`config.mk`:
```
export PLATFORM = sky130hd
export DESIGN_NAME = pht_update_scheduler
export DESIGN_NICKNAME = d
export VERILOG_FILES = /design/src/rtl/pht_update_scheduler_pkg.sv /design/src/rtl/pht_update_fifo.sv /design/src/rtl/pht_update_scheduler.sv
export SDC_FILE = /design/constraint.sdc
export NUM_CORES = 1
export LEC_CHECK = 0
export CAP_MARGIN = 40
export CORE_MARGIN = 1.5
export CORE_UTILIZATION = 40
export DETAILED_ROUTE_END_ITERATION = 12
export DONT_BUFFER_PORTS = 1
export SLEW_MARGIN = 15
export SYNTH_ARGS = -nofsm -noshare
export SYNTH_HDL_FRONTEND = slang
export SYNTH_SLANG_ARGS = --single-unit
```
`constraint.sdc`:
```
create_clock -name clk -period 5.4 [get_ports clk]
set_input_delay 1.08 -clock clk [delete_from_list [all_inputs] [get_ports clk]]
set_output_delay 1.08 -clock clk [all_outputs]
set_load 0.02 [all_outputs]
```
`src/rtl/pht_update_scheduler_pkg.sv`:
```
// Shared fetch-unit types for the PHT update path: index/counter widths,
// the queued update entry and the scheduler state encoding.
package pht_update_scheduler_pkg;

    localparam int PHT_INDEX_WIDTH       = 8;
    localparam int PHT_ENTRY_WIDTH       = 2;
    localparam int PHT_UPDATE_QUEUE_SIZE = 32;
    localparam int PHT_UPDATE_WIDTH      = 2;
    localparam int PHT_STARVE_LIMIT      = 16;

    typedef logic [PHT_INDEX_WIDTH-1:0] PHT_IndexPath;
    typedef logic [PHT_ENTRY_WIDTH-1:0] PHT_EntryPath;

    typedef struct packed {
        PHT_IndexPath idx;
        PHT_EntryPath val;
    } PhtUpdateEntry;

    typedef enum logic [1:0] {
        IDLE  = 2'd0,
        DRAIN = 2'd1,
        FORCE = 2'd2
    } PhtUpdSchedState;

endpackage

```
`src/rtl/pht_update_fifo.sv`:
```
// Multi-push / single-pop circular buffer of PHT updates. Valid push lanes are
// compacted in lane order onto the tail; the count tells full apart from empty.
module pht_update_fifo
    import pht_update_scheduler_pkg::*;
#(
    parameter int UPD_WIDTH  = PHT_UPDATE_WIDTH,
    parameter int QUEUE_SIZE = PHT_UPDATE_QUEUE_SIZE,
    localparam int AW = $clog2(QUEUE_SIZE),
    localparam int CW = $clog2(QUEUE_SIZE) + 1
) (
    input  logic                            clk,
    input  logic                            rst,
    input  logic          [UPD_WIDTH-1:0]   pushValid,
    input  PhtUpdateEntry [UPD_WIDTH-1:0]   pushData,
    input  logic                            popEn,
    output PhtUpdateEntry                   headData,
    output logic          [CW-1:0]          count,
    output logic                            empty
);

    PhtUpdateEntry     mem_q [QUEUE_SIZE];
    logic [AW-1:0]     head_q;
    logic [AW-1:0]     tail_q;
    logic [CW-1:0]     count_q;
    logic [AW-1:0]     laneSlot [UPD_WIDTH];
    logic [CW-1:0]     pushCnt;

    // Each valid lane lands after the valid lanes below it, skipping gaps.
    always_comb begin
        pushCnt = '0;
        for (int i = 0; i < UPD_WIDTH; i++) begin
            laneSlot[i] = tail_q + pushCnt[AW-1:0];
            if (pushValid[i]) begin
                pushCnt = pushCnt + CW'(1);
            end
        end
    end

    always_ff @(posedge clk) begin
        for (int i = 0; i < UPD_WIDTH; i++) begin
            if (pushValid[i]) begin
                mem_q[laneSlot[i]] <= pushData[i];
            end
        end
    end

    always_ff @(posedge clk or posedge rst) begin
        if (rst) begin
            head_q  <= '0;
            tail_q  <= '0;
            count_q <= '0;
        end else begin
            head_q  <= head_q + AW'(popEn);
            tail_q  <= tail_q + pushCnt[AW-1:0];
            count_q <= count_q + pushCnt - CW'(popEn);
        end
    end

    assign headData = mem_q[head_q];
    assign count    = count_q;
    assign empty    = (count_q == '0);

endmodule

```
`src/rtl/pht_update_scheduler.sv`:
```
// Shares the single-ported PHT between fetch reads and queued commit updates,
// forcing a drain when fetch starves the queue. Optional PHT_UPDATE_BYPASS_EN
// sends lane 0 straight to the write port when the queue is empty and idle.
module pht_update_scheduler
    import pht_update_scheduler_pkg::*;
#(
    parameter int UPD_WIDTH    = PHT_UPDATE_WIDTH,
    parameter int QUEUE_SIZE   = PHT_UPDATE_QUEUE_SIZE,
    parameter int STARVE_LIMIT = PHT_STARVE_LIMIT,
    localparam int CW = $clog2(QUEUE_SIZE) + 1
) (
    input  logic                                  clk,
    input  logic                                  rst,
    input  logic [UPD_WIDTH-1:0]                  updValid,
    input  logic [UPD_WIDTH*PHT_INDEX_WIDTH-1:0]  updIndex,
    input  logic [UPD_WIDTH*PHT_ENTRY_WIDTH-1:0]  updValue,
    output logic                                  updReady,
    input  logic                                  fetchRead,
    output logic                                  fetchStall,
    output logic                                  phtWE,
    output logic [PHT_INDEX_WIDTH-1:0]            phtWA,
    output logic [PHT_ENTRY_WIDTH-1:0]            phtWV,
    output logic [CW-1:0]                         queueCount,
    output logic                                  overflow
);

    localparam int SW = $clog2(STARVE_LIMIT + 1);

    PhtUpdSchedState               state_q, state_d;
    logic [SW-1:0]                 starve_q, starve_d;
    logic                          phtWE_q;
    PHT_IndexPath                  phtWA_q;
    PHT_EntryPath                  phtWV_q;
    logic                          overflow_q;

    PhtUpdateEntry [UPD_WIDTH-1:0] laneEntry;
    logic [UPD_WIDTH-1:0]          pushValid;
    logic                          pushAny;
    logic                          popEn;
    logic                          bypassTake;
    logic                          fifoEmpty;
    PhtUpdateEntry                 headEntry;
    logic [CW-1:0]                 fifoCount;
    logic [CW-1:0]                 freeSlots;

    // Readiness is judged on the pre-pop count, so a same-cycle pop earns no credit.
    assign freeSlots = CW'(QUEUE_SIZE) - fifoCount;
    assign updReady  = (freeSlots >= CW'(UPD_WIDTH));

    always_comb begin
        for (int i = 0; i < UPD_WIDTH; i++) begin
            laneEntry[i].idx = updIndex[i*PHT_INDEX_WIDTH +: PHT_INDEX_WIDTH];
            laneEntry[i].val = updValue[i*PHT_ENTRY_WIDTH +: PHT_ENTRY_WIDTH];
        end
    end

`ifdef PHT_UPDATE_BYPASS_EN
    assign bypassTake = fifoEmpty && !fetchRead && updValid[0] && updReady;
`else
    assign bypassTake = 1'b0;
`endif

    always_comb begin
        pushValid = updReady ? updValid : '0;
        pushValid[0] = pushValid[0] & ~bypassTake;
    end

    assign pushAny = |pushValid;

    pht_update_fifo #(
        .UPD_WIDTH  (UPD_WIDTH),
        .QUEUE_SIZE (QUEUE_SIZE)
    ) u_fifo (
        .clk       (clk),
        .rst       (rst),
        .pushValid (pushValid),
        .pushData  (laneEntry),
        .popEn     (popEn),
        .headData  (headEntry),
        .count     (fifoCount),
        .empty     (fifoEmpty)
    );

    always_ff @(posedge clk or posedge rst) begin
        if (rst) begin
            state_q  <= IDLE;
            starve_q <= '0;
        end else begin
            state_q  <= state_d;
            starve_q <= starve_d;
        end
    end

    // Fetch owns the port except in FORCE; the last pop with no refill returns to IDLE.
    always_comb begin
        state_d    = state_q;
        starve_d   = starve_q;
        popEn      = 1'b0;
        fetchStall = 1'b0;
        case (state_q)
            IDLE: begin
                if (pushAny) begin
                    state_d = DRAIN;
                end
            end
            DRAIN: begin
                if (fifoEmpty) begin
                    state_d  = IDLE;
                    starve_d = '0;
                end else if (!fetchRead) begin
                    popEn    = 1'b1;
                    starve_d = '0;
                    if ((fifoCount == CW'(1)) && !pushAny) begin
                        state_d = IDLE;
                    end
                end else begin
                    starve_d = starve_q + SW'(1);
                    if (starve_q == SW'(STARVE_LIMIT - 1)) begin
                        state_d = FORCE;
                    end
                end
            end
            FORCE: begin
                fetchStall = 1'b1;
                popEn      = !fifoEmpty;
                starve_d   = '0;
                if ((fifoCount <= CW'(1)) && !pushAny) begin
                    state_d = IDLE;
                end else begin
                    state_d = DRAIN;
                end
            end
            default: begin
                state_d  = IDLE;
                starve_d = '0;
            end
        endcase
    end

    always_ff @(posedge clk or posedge rst) begin
        if (rst) begin
            phtWE_q    <= 1'b0;
            phtWA_q    <= '0;
            phtWV_q    <= '0;
            overflow_q <= 1'b0;
        end else begin
            phtWE_q <= popEn | bypassTake;
            if (popEn) begin
                phtWA_q <= headEntry.idx;
                phtWV_q <= headEntry.val;
            end else if (bypassTake) begin
                phtWA_q <= laneEntry[0].idx;
                phtWV_q <= laneEntry[0].val;
            end
            if ((|updValid) && !updReady) begin
                overflow_q <= 1'b1;
            end
        end
    end

    assign phtWE      = phtWE_q;
    assign phtWA      = phtWA_q;
    assign phtWV      = phtWV_q;
    assign queueCount = fifoCount;
    assign overflow   = overflow_q;

endmodule

```
; Yosys cells after proc, flatten, opt, wreduce, memory -nomap -nowiden
; Memories as Yosys holds them, arrays and structs flattened. A register that Yosys moved wholly into a read port is not among the register bits.
; Index checks and enable logic that the tools add are counted.
; Widths: inputs -> output; s select.
[word_totals]
regBits = 25
ram_bits = 320
inputBits = 25
elab_cells = 57
n_memories = 1
[mem_list]
columns = name, depth, word_bits, rd, rd_clocked_by_memory_dff, write_ports, line
row1 = u_fifo.mem_q, 32, 10, 1, 1, 2, pht_update_fifo.sv:21  ; PhtUpdateEntry mem_q [QUEUE_SIZE];
[classes]
n_addsub = 8
order_cmp = 2
n_eq_ne = 7
mux = 21
n_reduce_logical = 11
[op_table]
columns = operator, count
row1 = $mux 2, 6
row2 = $add 5x1->5, 2
row3 = $mux 5, 2
row4 = $pmux 5 s2, 1
row5 = $mux 1, 9
row6 = $ne 4x4->1 const B, 2
row7 = $add 6x6->6, 1
row8 = $eq 6x1->1 const B, 1
row9 = $ge 6x2->1 const B, 1
row10 = $le 6x1->1 const B, 1
row11 = $logic_not 6->1, 1
row12 = $mux 6, 1
row13 = $pmux 2 s3, 1
row14 = $sub 6x1->6, 1
row15 = $sub 6x6->6 const A, 1
row16 = $add 5x1->5 const B, 1
row17 = $add 5x5->5, 1
row18 = $eq 5x4->1 const B, 1
row19 = $reduce_or 2->1, 2
row20 = $logic_and 1x1->1, 3
row21 = $logic_not 1->1, 3
row22 = $reduce_and 3->1, 1
row23 = $add 1x1->2 const B, 1
row24 = $eq 2x1->1 const B, 1
row25 = other kinds (4), 4

; Logic depth before layout (Yosys ltp)
; Gate-level depths: netlist (run 1).
[logic_depth]
word_depth = 10
depth_mapped = 18

; By module
; A second synthesis (run 1) with hierarchy kept.
[unflattened]
hier_cells = 1227
hier_area_um2 = 18729.2
[modules_own_cells]
columns = mod, n_inst, cells_per_inst, area_per_inst_um2
row1 = pht_update_fifo, 1, 1112, 17680.7
row2 = pht_update_scheduler, 1, 115, 1048.5

; Worst setup path after synthesis (run 1)
; No wires, ideal clock.
[synth_timing]
path_type = register to register
start = register u_fifo.count_q[2] (netlist: u_fifo.count[2])
end = memory u_fifo.mem_q[4][0] in the netlist's numbering (enable)
arrival_time_ns = 3.721
t_required_ns = 5.009
slack_ns = 1.288
path_stages_with_launch = 16
path_cell_list = dfrtp_1 -> inv_1 -> ha_1 -> or4bb_1 -> o31ai_1 -> o221ai_2 -> buf_4 -> nand2_1 -> inv_1 -> ha_1 -> ha_1 -> o41ai_2 -> and2_1 -> nand3_1 -> buf_2 -> o21ai_0
[synth_rtl]
columns = element, line
row1 = "start, declared", pht_update_fifo.sv:24  ; logic [CW-1:0] count_q;
row2 = "start signal, assigned", pht_update_fifo.sv:55  ; count_q <= count_q + pushCnt - CW'(popEn);
row3 = "end, declared", pht_update_fifo.sv:21

==> impl_metrics.csv, run 1 <==
group,metric,value,unit
grt,grt_max_degree,56,
cells_and_area,antenna_cells,0,
die,start_util,40.60,%
timing,fin_setup_tns,0,ns
timing,slew_violations,0,
worst_setup_path,crit_type,"reg2reg",
detailed_routing,wl_per_cell,27.88,um
place,dp_cells,1811,
detailed_routing,via_count,11250,
clock_tree,clock_latency,0.57,ns
place,gp_congestion,0.8813,
worst_setup_path,startpoint_type,"register",
cells_and_area,area.growth.synth_to_final,10.26,%
die,rows,79,
synthesis,syn_nets,1330,
clock_tree,clock_path_buffers,3,
grt,grt_pass1_wl,76.90,mm
detailed_routing,ant_nets,0,
timing,fin_skew,0.02921,ns
run_status,status,"complete, no violations",
hold_path,hp-class,"reg2reg",
worst_setup_path,arrival,4.97,ns
synthesis,syn_inst,1276,
timing,hold_violations,0,
place,io_buffers,0,
grt,grt_remaining_overflow,0,
synthesis,syn_avg_cell_area,14.81,um^2
cells_and_area,nFillCells,4105,
detailed_routing,first_iter_violations,993,
clock_tree,post-cts-setup-buffers,0,
synthesis,synthTopCellsByArea,"edfxtp_1, mux2_2, mux4_2",
timing,rsz0062_at_grt,"false",
clock_tree,cts_hold_buffers,0,
worst_setup_path,end_kind,"register",
timing,setup_viol,0,
hold_path,hold_path_end,"starve_q[4]$_DFFE_PP0P_",
synthesis,ys_seq_area_share,55.48,%
die,dieHeight,220.4,um
place,place_area,0.01955,mm^2
power,cellLeakagePower,0.007128,uW
synthesis,synth_top_area_share,50.84,%
grt,antenna_found_initial,0,
clock_tree,post_cts_resized,0,
hold_path,worstHoldStart,"starve_q[4]$_DFFE_PP0P_",
detailed_routing,firstDrtPassIters,6,
grt,grt_pass1_vias,11300,
cells_and_area,stdcell_count,1883,
clock_tree,path_clk_slew,0.06,ns
cells_and_area,drive_gt1_share,40.75,%
clock_tree,cts_tree,"built",
die,core_area,0.04656,mm^2
detailed_routing,drc,0,
die,die_area,0.04856,mm^2
worst_setup_path,required,5.65,ns
timing,max_slew_margin,39.72,%
hold_path,whs_path_depth,2,
synthesis,ys_ff_latch,355,
detailed_routing,routed_wirelength,52.50,mm
synthesis,yosysWarningCount,0,
power,p_per_area,480.1,mW/mm^2
synthesis,synth.largest_area_cell,"edfxtp_1",
cells_and_area,nNetsFinal,1301,
synthesis,synthFlopType,"edfxtp_1",
worst_setup_path,r2r_slack,0.67,ns
synthesis,async_flop_share,9.859,%
detailed_routing,via_per_inst,5.976,
worst_setup_path,path_max_fanout,11,
cells_and_area,design_area,0.02084,mm^2
clock_tree,cts_root_buffer,"clkbuf_16",
timing,period_share,87.53,%
worst_setup_path,worstRegToRegCells,14,
power,vdd_drop_max,0.3259,mV
die,io_pins,45,
grt,grt_usage,22.02,%
clock_tree,htree_levels,2,
die,die_w,220.4,um
timing,period_needed,4.727,ns
synthesis,synth-edff-count,320,
worst_setup_path,reg2reg_to,"u_fifo.mem_q[6][6]$_DFFE_PP_",
synthesis,netlist_area,0.01890,mm^2
worst_setup_path,r2r_start,"u_fifo.count[2]$_DFF_PP0_",
timing,worstMarginPinSlew,0.9023,ns
clock_tree,numCtsBuffers,40,
flow_run,maxCapViolations,0,
clock_tree,clkSinkCount,355,
synthesis,ys_types,58,
timing,fmax,0.2116,GHz
place,dp_hpwl,32.24,mm
[cells in the mapped netlist (3+ instances only)]
| library cell | instances |
|---|---|
| o211ai_1 | 4 |
| nand3_1 | 38 |
| o21bai_1 | 14 |
| a31oi_1 | 7 |
| and2_1 | 3 |
| and3_1 | 16 |
| nand3b_1 | 12 |
| xor2_1 | 4 |
| edfxtp_1 | 320 |
| mux2i_1 | 38 |
| buf_4 | 16 |
| xnor2_1 | 7 |
| clkbuf_1 | 74 |
| nand2_1 | 30 |
| nor3_1 | 3 |
| a221oi_1 | 8 |
| o221ai_1 | 6 |
| a21oi_1 | 5 |
| o21ai_0 | 41 |
| and3b_1 | 3 |
| buf_1 | 7 |
| nor2b_1 | 14 |
| mux4_2 | 60 |
| dfrtp_1 | 35 |
| ha_1 | 27 |
| mux2_2 | 335 |
| nand4_1 | 13 |
| inv_1 | 28 |
| a21o_1 | 3 |
| a22oi_1 | 8 |
| nor2_1 | 25 |
| buf_2 | 37 |
[worst max-delay path by stage]
stage	depth (start not counted)	slack (ns)	to	startpoint
after floorplan	15	1.29	u_fifo.mem_q[4][0]$_DFFE_PP_	u_fifo.count[2]$_DFF_PP0_
final	14	0.67	u_fifo.mem_q[6][6]$_DFFE_PP_	u_fifo.count[2]$_DFF_PP0_
after detailed placement	13	0.78	u_fifo.mem_q[29][3]$_DFFE_PP_	u_fifo.count[2]$_DFF_PP0_
after CTS	14	0.69	u_fifo.mem_q[6][7]$_DFFE_PP_	u_fifo.count[2]$_DFF_PP0_
after global placement	14	0.80	u_fifo.mem_q[5][7]$_DFFE_PP_	u_fifo.count[2]$_DFF_PP0_
after global routing	14	0.40	u_fifo.mem_q[6][6]$_DFFE_PP_	u_fifo.count[3]$_DFF_PP0_
[report_power, final]
group | leakage, uW | switching (uW) | internal [uW]
registers | 0.00331 | 496 | 3530
logic | 0.00320 | 1820 | 1450
clock network | 0.000619 | 1120 | 1590
total | 0.00713 | 3430 | 6570
[metrics by stage]
step                util, %  setup slack, ns  total power (uW)  hold WS (ns)
floorplan                 -            1.288              6307        0.4424
global placement      41.84           0.7984              7287        0.4659
detailed placement    42.00           0.7795              7355        0.4710
CTS                   44.74           0.6908             10060        0.4848
global route          44.76           0.3994             10440        0.5372
finish                44.76           0.6734             10000        0.4855
[flip-flops by register name, summed over array words and instances, names as in the netlist, 2 cells and up]
| register | cells |
|---|---|
| u_fifo.count | 6 |
| u_fifo.head_q | 5 |
| phtWV | 2 |
| starve_q | 5 |
| state_q | 2 |
| u_fifo.mem_q | 320 |
| u_fifo.tail_q | 5 |
| phtWA | 8 |
[area by class of cell]
| type | count | area, um^2 | area share (%) |
|---|---|---|---|
| multi-input combinational | 758 | 7706 | 36.98 |
| inverter | 28 | 105.1 | 0.5044 |
| clock buffer | 55 | 1120 | 5.374 |
| clock inverter | 16 | 158.9 | 0.7625 |
| tap | 607 | 759.5 | 3.645 |
| timing repair buffer | 64 | 493.0 | 2.366 |
| sequential | 355 | 10500 | 50.37 |
[kinds of logic after synthesis]
kind of cell,count (synthesis),share of synthesized area (%)
muxes,434,29.18
DFF,355,55.48
and+or+nand+nor,171,4.912
buffers and inverters,163,3.807
AOI/OAI and AO/OA,113,4.111
adders and majority gates,29,1.999
xor gates and xnor gates,11,0.5098
[worst max-delay path, cell delays in order (launching register included)]
cell and delay [ns]:
dfrtp_1 0.54, inv_1 0.15, ha_1 0.28, or4bb_1 0.51, o31ai_1 0.13, o221ai_4 0.19
nand2_1 0.12, inv_1 0.09, ha_1 0.24, ha_1 0.28, o41ai_2 0.55, and2_1 0.28
nand3_1 0.51, o21ai_0 0.28, buf_4 0.25
[per-layer routing]
metal | track usage (%) | routed length, um | vias to the layer above
met3 | 3.780 | 3037 | 85
met4 | 8.458 | 1739 | 0
met5 | 0 | 0 | -
li1 | - | - | 4894
met1 | 29.39 | 22280 | 5924
met2 | 35.87 | 25440 | 350
[layout by cell type (no fill, tap or decap), drive strengths merged, types with 4 or more instances in the layout]
cell    synthesis  layout
mux2          336     336
edfxtp        320     320
buf            60      64
mux4           60      60
clkbuf         75      55
o21ai          41      41
nand3          38      38
mux2i          38      38
dfrtp          35      35
nand2          30      30
inv            28      27
ha             27      27
nor2           25      25
and3           16      16
nor2b          14      14
o21bai         14      14
nand4          13      13
clkinv          0      13
nand3b         12      12
a221oi          8       8
a22oi           8       8
a31oi           7       7
xnor2           7       7
o221ai          7       7
a21oi           5       5
o211ai          4       4
xor2            4       4
and2            4       4
No activity file was read; power rests on OpenSTA's default activity.
==> run 2: changes to the inputs <==
REMOVE_ABC_BUFFERS = 1   (was unset)
==> run 2 against run 1 <==
  * Global-route usage shrank 0.25 points
  * Wire length is 1.3% lower
  * Critical endpoint is now u_fifo.mem_q[13][9]$_DFFE_PP_
  * Sequential power about the same
  * Critical path type unchanged
  * Maximum frequency is 1.1% higher
==> impl_metrics.csv, run 2 (same netlist as run 1, synthesis figures left out) <==
group,metric,value,unit
run_status,status,"complete, no violations",
worst_setup_path,end_kind,"register",
detailed_routing,wl_per_cell,27.43,um
detailed_routing,drc,0,
cells_and_area,fin_util,44.95,%
power,combPwrFrac,31.9,%
die,core_area,0.04656,mm^2
power,pwr-share-clk,27.9,%
clock_tree,cts_tree,"built",
detailed_routing,routed_wirelength,51.82,mm
timing,slew_violations,0,
worst_setup_path,crit_chain,"inv_1 > ha_1 > or4bb_1 > o31ai_1 > o221ai_4 > nand2_1 > inv_1 > ha_1 > ha_1 > o41ai_1 > nand3_1 > o21ai_0 > buf_4",
cells_and_area,seq_area,0.01050,mm^2
detailed_routing,via_count,11280,
worst_setup_path,path_max_fanout,11,
grt,grt_usage,21.76,%
clock_tree,clock_path_buffers,3,
detailed_routing,ant_nets,0,
clock_tree,cts_root_buffer,"clkbuf_16",
power,cellLeakagePower,0.007178,uW
timing,hold_violations,0,
grt,grt_pass1_vias,11290,
clock_tree,path_clk_slew,0.06,ns
power,swShare,34.07,%
die,die_area,0.04856,mm^2
timing,period_share,86.61,%
cells_and_area,antenna_cells,0,
clock_tree,post_cts_resized,0,
cells_and_area,area.growth.synth_to_final,10.73,%
clock_tree,htree_levels,2,
clock_tree,clock_latency,0.57,ns
clock_tree,numCtsBuffers,41,
worst_setup_path,startpoint_type,"register",
die,rows,79,
place,gp_congestion,0.8621,
timing,hold_slack,0.3295,ns
cells_and_area,nFillCells,4105,
cells_and_area,drive_gt1_share,41.58,%
worst_setup_path,slowest_stage,"o41ai_1",
hold_path,hp-class,"in2async",
timing,fin_setup_tns,0,ns
detailed_routing,first_iter_violations,997,
power,internal-power,6624,uW
cells_and_area,final_common_cell,"mux2_2",
detailed_routing,via_per_inst,5.972,
timing,fmax,0.2138,GHz
cells_and_area,largest_reg_flops,320,
die,dieHeight,220.4,um
die,io_pins,45,
place,dp_hpwl,32.25,mm
die,die_w,220.4,um
die,start_util,40.60,%
grt,grt_remaining_overflow,0,
detailed_routing,firstDrtPassIters,5,
power,switchingPower,3422,uW
cells_and_area,multiInputGateArea,0.007706,mm^2
clock_tree,cts_hold_buffers,0,
timing,fin_skew,0.02190,ns
timing,worstMarginPinSlew,0.8725,ns
clock_tree,clkSinkCount,355,
worst_setup_path,required,5.67,ns
power,seqPwrFrac,40.2,%
worst_setup_path,crit_type,"reg2reg",
cells_and_area,mostFrequentLayoutCells,"mux2_2, edfxtp_1, buf_4, mux4_2, clkbuf_16",
grt,antenna_found_initial,0,
timing,period_needed,4.677,ns
flow_run,maxCapViolations,0,
grt,grt_max_degree,51,
worst_setup_path,critPathMaxStageDelay,0.74,ns
place,io_buffers,0,
cells_and_area,nNetsFinal,1304,
worst_setup_path,arrival,4.95,ns
clock_tree,post-cts-setup-buffers,0,
timing,setup_viol,0,
grt,grt_pass1_wl,76.29,mm
power,p_per_area,480.0,mW/mm^2
timing,max_slew_margin,41.44,%
timing,rsz0062_at_grt,"false",
power,vdd_drop_max,0.3181,mV
worst_setup_path,cpMostUsedCell,"ha_1",
[run 2: changes by cell type in the layout (fill, tap and decap cells not counted)]
| cell | before | now |
|---|---|---|
| buf_2 | 0 | 1 |
| buf_4 | 63 | 62 |
| buf_6 | 0 | 2 |
| clkbuf_1 | 11 | 10 |
| clkbuf_8 | 2 | 4 |
| clkinv_1 | 9 | 3 |
| clkinv_2 | 3 | 7 |
| clkinvlp_4 | 1 | 3 |
| inv_16 | 0 | 1 |
| inv_2 | 0 | 1 |
| inv_6 | 0 | 1 |
| o21ai_0 | 34 | 39 |
| o21ai_1 | 7 | 2 |
[run 2: power groups by stage]
stage	clock network, uW	logic, uW	registers (uW)
finish	2800	3200	4040
global route	2970	3450	4090
CTS	2860	3210	4050
detailed placement	0	3200	4100
global placement	0	3130	4090
floorplan	0	2160	4070
[run 2: layout make-up]
class / instances / share of cell area (%)
Timing Repair Buffer: 66 / 2.451
Inverter: 28 / 0.5022
Clock inverter: 19 / 0.9745
Clock buffer: 56 / 5.465
Tap cell: 607 / 3.629
Sequential cell: 355 / 50.16
Multi-Input combinational cell: 758 / 36.82
[run 2: path summary, 6_finish.rpt]
path / start / to / slack, ns / cells past startpoint
worst max-delay path: u_fifo.count[2]$_DFF_PP0_ / u_fifo.mem_q[13][9]$_DFFE_PP_ / 0.72 / 13
worst min-delay path: rst / phtWE$_DFF_PP0_ / 0.33 / 1
worst max register to register: u_fifo.count[2]$_DFF_PP0_ / u_fifo.mem_q[13][9]$_DFFE_PP_ / 0.72 / 13
worst min register to register: starve_q[3]$_DFFE_PP0P_ / starve_q[3]$_DFFE_PP0P_ / 0.48 / 1
max in group asynchronous: rst / u_fifo.head_q[0]$_DFF_PP0_ / 4.58 / 2
min in group clk: starve_q[3]$_DFFE_PP0P_ / starve_q[3]$_DFFE_PP0P_ / 0.48 / 1
[run 2: layer usage]
layer	routed length (um)	GRT usage, %	vias to the layer above
met3	3164	3.945	80
met5	0	0	-
li1	-	-	4911
met2	24280	34.00	383
met1	22860	30.66	5908
met4	1508	7.143	0
[run 2: worst max-delay path, delay by kind of cell (launching register included)]
family | cells | cell delay [ns]
flops | 1 | 0.54
compound gates | 4 | 1.29
fa+ha+maj | 3 | 0.77
buf+inv | 3 | 0.48
simple gates | 3 | 1.28
[run 2: through the flow]
step | instances | cell area, um^2 | power, uW | setup slack [ns]
after floorplan | 1141 | 18290 | 6232 | 0.6828
after global placement | 1802 | 19470 | 7226 | 0.8893
after detailed placement | 1814 | 19580 | 7305 | 0.7638
after CTS | 1889 | 20930 | 10120 | 0.7607
after global routing | 1889 | 20930 | 10510 | 0.4478
final | 1889 | 20930 | 10050 | 0.7229
